===== src/rtl/regfile_pkg.sv =====
// Shared definitions for the multi-port register file.
//   DEFAULT_DATA_W / DEFAULT_ADDR_W : default register width / address width
//   regaddr_t / regdata_t           : address and data types at the default widths
//   port_lsb()                      : LSB offset of a port inside a port-packed vector
package regfile_pkg;

  localparam int unsigned DEFAULT_DATA_W = 32;
  localparam int unsigned DEFAULT_ADDR_W = 5;

  typedef logic [DEFAULT_ADDR_W-1:0] regaddr_t;
  typedef logic [DEFAULT_DATA_W-1:0] regdata_t;

  // Port p of a vector packed as [p*width +: width] starts at this bit.
  function automatic int unsigned port_lsb(input int unsigned port, input int unsigned width);
    return port * width;
  endfunction

endpackage


===== src/rtl/regfile_scoreboard.sv =====
// Per-register busy scoreboard.
//   clk, reset        : clock, asynchronous active-low reset
//   i_alloc_vld/addr  : decode claims a destination register (sets busy)
//   i_wr_en/i_wr_addr : writeback ports (clear busy of their target)
//   i_rs_addr         : read-port addresses to look up
//   o_rs_busy         : busy flag per read port, from current state
module regfile_scoreboard
  import regfile_pkg::*;
#(
  parameter int unsigned ADDR_W   = DEFAULT_ADDR_W,
  parameter int unsigned NUM_RD   = 2,
  parameter int unsigned NUM_WR   = 1,
  parameter int unsigned BYPASS   = 1,
  parameter int unsigned ZERO_REG = 1
) (
  input  logic                     clk,
  input  logic                     reset,
  input  logic                     i_alloc_vld,
  input  logic [ADDR_W-1:0]        i_alloc_addr,
  input  logic [NUM_WR-1:0]        i_wr_en,
  input  logic [NUM_WR*ADDR_W-1:0] i_wr_addr,
  input  logic [NUM_RD*ADDR_W-1:0] i_rs_addr,
  output logic [NUM_RD-1:0]        o_rs_busy
);

  localparam int unsigned Depth = 1 << ADDR_W;

  logic [Depth-1:0] r_busy;
  logic [Depth-1:0] w_busy_d;
  logic [Depth-1:0] w_clr;

  always_comb begin
    w_clr = '0;
    for (int j = 0; j < NUM_WR; j++) begin
      if (i_wr_en[j]) w_clr[i_wr_addr[port_lsb(j, ADDR_W) +: ADDR_W]] = 1'b1;
    end
  end

  // Set after clear: a fresh allocation outranks a retiring producer.
  always_comb begin
    w_busy_d = r_busy & ~w_clr;
    if (i_alloc_vld && !((ZERO_REG != 0) && (i_alloc_addr == '0))) begin
      w_busy_d[i_alloc_addr] = 1'b1;
    end
    if (ZERO_REG != 0) w_busy_d[0] = 1'b0;
  end

  always_ff @(posedge clk or negedge reset) begin
    if (!reset) r_busy <= '0;
    else        r_busy <= w_busy_d;
  end

  // With bypass, a same-cycle clearing write already delivers the value, so mask busy.
  always_comb begin
    o_rs_busy = '0;
    for (int i = 0; i < NUM_RD; i++) begin
      o_rs_busy[i] = r_busy[i_rs_addr[port_lsb(i, ADDR_W) +: ADDR_W]] &
                     ~((BYPASS != 0) & w_clr[i_rs_addr[port_lsb(i, ADDR_W) +: ADDR_W]]);
    end
  end

endmodule


===== src/rtl/regfile_mrnw_sb.sv =====
// Multi-read / multi-write integer register file with bypass and busy scoreboard.
//   clk, reset          : clock, asynchronous active-low reset
//   i_rd_en/i_rs_addr   : per-read-port enable and address (port-packed)
//   o_rs_data           : registered read data, 1-cycle latency, holds when disabled
//   o_rs_busy           : combinational busy flag of each read address
//   i_wr_en/addr/data   : per-write-port write; highest port wins on conflicts
//   i_alloc_vld/addr    : destination allocation (marks register busy)
module regfile_mrnw_sb
  import regfile_pkg::*;
#(
  parameter int unsigned DATA_W   = DEFAULT_DATA_W,
  parameter int unsigned ADDR_W   = DEFAULT_ADDR_W,
  parameter int unsigned NUM_RD   = 2,
  parameter int unsigned NUM_WR   = 1,
  parameter int unsigned BYPASS   = 1,
  parameter int unsigned ZERO_REG = 1
) (
  input  logic                     clk,
  input  logic                     reset,
  input  logic [NUM_RD-1:0]        i_rd_en,
  input  logic [NUM_RD*ADDR_W-1:0] i_rs_addr,
  output logic [NUM_RD*DATA_W-1:0] o_rs_data,
  output logic [NUM_RD-1:0]        o_rs_busy,
  input  logic [NUM_WR-1:0]        i_wr_en,
  input  logic [NUM_WR*ADDR_W-1:0] i_wr_addr,
  input  logic [NUM_WR*DATA_W-1:0] i_wr_data,
  input  logic                     i_alloc_vld,
  input  logic [ADDR_W-1:0]        i_alloc_addr
);

  localparam int unsigned Depth = 1 << ADDR_W;

  logic [Depth-1:0][DATA_W-1:0] r_regs;
  logic [Depth-1:0][DATA_W-1:0] w_regs_d;
  logic [NUM_RD*DATA_W-1:0]     r_rs_data;
  logic [NUM_RD*DATA_W-1:0]     w_rs_data_d;
  logic [NUM_WR-1:0]            w_wr_ok;

  // A write is live unless it targets the hardwired zero register.
  always_comb begin
    w_wr_ok = '0;
    for (int j = 0; j < NUM_WR; j++) begin
      w_wr_ok[j] = i_wr_en[j] &&
                   !((ZERO_REG != 0) && (i_wr_addr[port_lsb(j, ADDR_W) +: ADDR_W] == '0));
    end
  end

  // Per-address loop over ports; later ports overwrite earlier ones.
  always_comb begin
    w_regs_d = r_regs;
    for (int a = 0; a < Depth; a++) begin
      for (int j = 0; j < NUM_WR; j++) begin
        if (w_wr_ok[j] && (i_wr_addr[port_lsb(j, ADDR_W) +: ADDR_W] == ADDR_W'(a))) begin
          w_regs_d[a] = i_wr_data[port_lsb(j, DATA_W) +: DATA_W];
        end
      end
    end
  end

  always_ff @(posedge clk or negedge reset) begin
    if (!reset) r_regs <= '0;
    else        r_regs <= w_regs_d;
  end

  // Read mux ahead of the output flop, with same-priority bypass.
  always_comb begin
    logic [ADDR_W-1:0] w_ra;
    logic [DATA_W-1:0] w_rv;
    w_rs_data_d = r_rs_data;
    w_ra        = '0;
    w_rv        = '0;
    for (int i = 0; i < NUM_RD; i++) begin
      w_ra = i_rs_addr[port_lsb(i, ADDR_W) +: ADDR_W];
      w_rv = r_regs[w_ra];
      if (BYPASS != 0) begin
        for (int j = 0; j < NUM_WR; j++) begin
          if (w_wr_ok[j] && (i_wr_addr[port_lsb(j, ADDR_W) +: ADDR_W] == w_ra)) begin
            w_rv = i_wr_data[port_lsb(j, DATA_W) +: DATA_W];
          end
        end
      end
      if ((ZERO_REG != 0) && (w_ra == '0)) w_rv = '0;
      if (i_rd_en[i]) w_rs_data_d[port_lsb(i, DATA_W) +: DATA_W] = w_rv;
    end
  end

  always_ff @(posedge clk or negedge reset) begin
    if (!reset) r_rs_data <= '0;
    else        r_rs_data <= w_rs_data_d;
  end

  assign o_rs_data = r_rs_data;

  regfile_scoreboard #(
    .ADDR_W   (ADDR_W),
    .NUM_RD   (NUM_RD),
    .NUM_WR   (NUM_WR),
    .BYPASS   (BYPASS),
    .ZERO_REG (ZERO_REG)
  ) u_scoreboard (
    .clk          (clk),
    .reset        (reset),
    .i_alloc_vld  (i_alloc_vld),
    .i_alloc_addr (i_alloc_addr),
    .i_wr_en      (i_wr_en),
    .i_wr_addr    (i_wr_addr),
    .i_rs_addr    (i_rs_addr),
    .o_rs_busy    (o_rs_busy)
  );

endmodule


===== config.mk =====
export PLATFORM = sky130hd
export DESIGN_NAME = regfile_mrnw_sb
export DESIGN_NICKNAME = d
export VERILOG_FILES = /design/src/rtl/regfile_pkg.sv /design/src/rtl/regfile_scoreboard.sv /design/src/rtl/regfile_mrnw_sb.sv
export SDC_FILE = /design/constraint.sdc
export NUM_CORES = 2
export LEC_CHECK = 0
export CAP_MARGIN = 20
export CORE_MARGIN = 1
export CORE_UTILIZATION = 30
export DETAILED_ROUTE_END_ITERATION = 7
export GPL_TIMING_DRIVEN = 0
export PLACE_DENSITY = 0.44
export SLEW_MARGIN = 20
export SYNTH_ARGS = -nofsm -noshare
export SYNTH_HDL_FRONTEND = slang
export SYNTH_SLANG_ARGS = --single-unit

===== constraint.sdc =====
create_clock -name clk -period 2.9 [get_ports clk]
set_input_delay 0.58 -clock clk [delete_from_list [all_inputs] [get_ports clk]]
set_output_delay 0.58 -clock clk [all_outputs]
set_load 0.01 [all_outputs]

==> qor.txt <==
PwrDens -> 700 nW/um2
Max-slew violation count -> 0
Max Cap Viol -> 0
Via count -> 39500
Fin. Hold Viols -> 0
CORE AREA -> 193000 um2
Nets -> 4225
Worst hold slack -> 0.284 ns
Yosys reg bits -> 1119
Clock Path Buffers -> 3
Wirelength per Cell -> 37.3 um
Routability cong. -> 0.867
Syn Nets -> 3941
Slew HR -> 17.3%
Clk_lat worst skew -> 0.81 ns
CTS tree -> done
Initial antenna violation count -> 8
Synth top area share -> 47.9%
Met1 usage -> 34.0%
Antenna viol nets, final -> 0
Crit path top cell by count -> mux4_2
Routing usage on met3 -> 5.67%
Final setup fails -> 7
H-tree levels -> 4
Synth unique cells -> 57
Drc violations -> 0
Placement Rows -> 161
Status -> finished, violations left
Port bufs -> 117
Peak VDD IR -> 0.000438 V
Fraction of layout cells with a size suffix above 1 -> 48.2%
GRT met2 Usage -> 40.9%
Total GRT Usage -> 25.8%
Die H -> 443 um
Worst Setup Path Type -> reg2out
Vias per cell -> 5.81
Post-Synthesis Mean Instance Area -> 15.0 um2
Final period utilization -> 116%
Total power -> 47800 uW
Syn Inst Count -> 3883
Initial Util -> 30.3%
I/O pin total -> 124
Post-Route WL -> 254000 um
Main synth FF type -> dfrtp_1
CTS sink count -> 1119
RSZ-0062 raised after global routing -> true
Leak pwr -> 0.0288 uW
Post-Layout Cell Count -> 6798
Ys Warns -> 0
Synth async-reset ratio -> 100%
Worst-Margin Slew -> 1.24 ns
Max Freq -> 297 MHz
Crit path cell chain -> mux4_2 > mux4_2 > a311o_1 > buf_2
CP max stage cell -> mux4_2
Area contributors post-synth -> dfrtp_1 48%, mux4_2 20%, mux2_2 19%, clkbuf_1 1.5%, mux2i_1 1.3%
Max incr delay on CP -> 0.51 ns
Placed Cells -> 6544
Post-place setup slack -> -2.29 ns
Worst-path fanout max -> 3
Startpoint types -> register
Mapped cell area -> 58400 um2
CP arrival -> 2.79 ns
Most used routing layer -> met2
Crit. End Element -> output port
Final HPWL DP -> 173000 um
Worst Skew -> 0.0316 ns
First-pass GRT wire length -> 350000 um
Worst EP required -> 2.32 ns
Layout area overhead -> 16.8%
EDFF count, synth -> 0
Pin count of the biggest net entering global routing -> 134
CTS root buf -> clkbuf_16
Reg clk slew, reported paths -> 0.06 ns
First DRT Iteration DRCs -> 3357
Util after Layout -> 35.4%
Period minus WS final -> 3.37 ns
Pre-antenna DRT Iters -> 7
Vias in the first global route -> 40900
Num CTS Buffers -> 138
Min-delay worst type -> in2async
Gr ovfl total -> 0
Die area -> 196000 um2
Final setup margin -> -0.468 ns
Largest area contributor in the netlist -> dfrtp_1
Sequential-to-total area share from yosys stat -> 47.9%
Die X -> 443 um
Failing checks -> setup timing
==> where the power goes <==
group          total (uW)  switching (uW)  internal [uW]
clock               17300            7390           9910
combinational        9750            4160           5590
sequential          20700            2150          18600
==> registers in the layout, summed over array words and instances, names as in the netlist <==
register / flops
r_regs: 1024
u_scoreboard.r_busy: 31
o_rs_data: 64
==> cells in the mapped netlist, drive strengths merged (11+ instances only) <==
cell and instances:
clkbuf 232, mux2i 75, a22o 12, buf 212
inv 11, nand3 39, a221o 32, o221ai 32
mux4 523, o22ai 67, mux2 998, nor4 34
nor2b 70, nor2 25, o22a 31, a211oi 97
nand2 95, and2 34, a21oi 34, o21ai 33
dfrtp 1119
==> worst paths after layout <==
| check | startpoint | end | slack, ns | cells after the start |
|---|---|---|---|---|
| setup / recovery | u_scoreboard.r_busy[29] | o_rs_busy[0] | -0.47 | 4 |
| hold / removal | reset | o_rs_data[31] | 0.28 | 2 |
| setup reg to reg | r_regs[500] | o_rs_data[52] | 0.94 | 5 |
| hold reg to reg | r_regs[17] | r_regs[17] | 0.48 | 1 |
| max in group asynchronous | reset | r_regs[308] | 0.34 | 5 |
| min in group clk | i_wr_addr[4] | u_scoreboard.r_busy[19] | 0.43 | 4 |
==> final cells by class <==
type	count	area, um2
flip-flops and latches	1119	28000
well taps	2526	3160
plain buffers	441	2380
repair buffers	147	1730
diodes	2	5.00
clock buffers	215	4090
fillers	18800	125000
multi-input cells	2309	28500
clock inverters	28	317
inverters	11	46.3
==> per-stage QoR <==
| stage | setup TNS, ns | area [um2] |
|---|---|---|
| 2_1_floorplan | 0 | 58400 |
| 3_3_place_gp | - | 62700 |
| 3_5_place_dp | -806.35 | 63300 |
| 4_1_cts | -5.85 | 68100 |
| 5_1_grt | -0.686 | 68300 |
| 6_report | -0.812 | 68300 |
==> what timing repair did <==
action	CTS	global route
hold endpoints to repair	34	0
buffers inserted	9	2
pin swaps	6	5
gates resized for setup	124	58
endpoints found under the setup margin	501	167
hold buffers	1	0
==> cells in the final DEF (no fill, tap or decap), types with 8 or more instances in the layout <==
cell             instances
nor2b_1                 69
o22ai_1                 67
buf_12                   8
inv_1                   10
mux2i_1                 75
o221ai_1                31
nor4_1                  29
clkinv_2                10
buf_1                   23
clkbuf_8                38
buf_2                  118
and2_1                  34
a21oi_1                 34
mux2_2                 998
mux4_2                 523
nand3_1                 39
nand2_1                 93
clkbuf_1               203
nor2_1                  11
clkbuf_16              139
a22o_1                  12
buf_16                  16
buf_6                   22
clkbuf_2                63
o22a_1                  31
buf_4                   48
a211oi_1                96
clkbuf_4                11
o21ai_0                 29
dfrtp_1               1119
a221o_1                 32
nor2_2                  11
inv_6                    8
clkdlybuf4s50_1        105
==> cells by family after synthesis <==
kind of cell	Yosys count	share of synthesized area, %
muxes	1596	40.7
xor gates and xnor gates	10	0.150
and+or+nand+nor	346	3.23
AOI/OAI and AO/OA	357	4.48
DFF	1119	47.9
buffers and inverters	455	3.51
==> routing by layer <==
layer	vias up	part of all wire (%)	routed length, um
met4	0	4.5	11500
met5	-	0	0
li1	15700	-	-
met2	1396	47	119000
met1	21900	42	107000
met3	426	6.5	16400
==> critical path, delay by kind of cell (launching register included) <==
| kind | cells | cell delay (ns) |
|---|---|---|
| AOI/OAI and AO/OA | 1 | 0.41 |
| buffers and inverters | 1 | 0.18 |
| DFF | 1 | 0.40 |
| muxes | 2 | 0.99 |
Power figures use the tool's default switching activity.
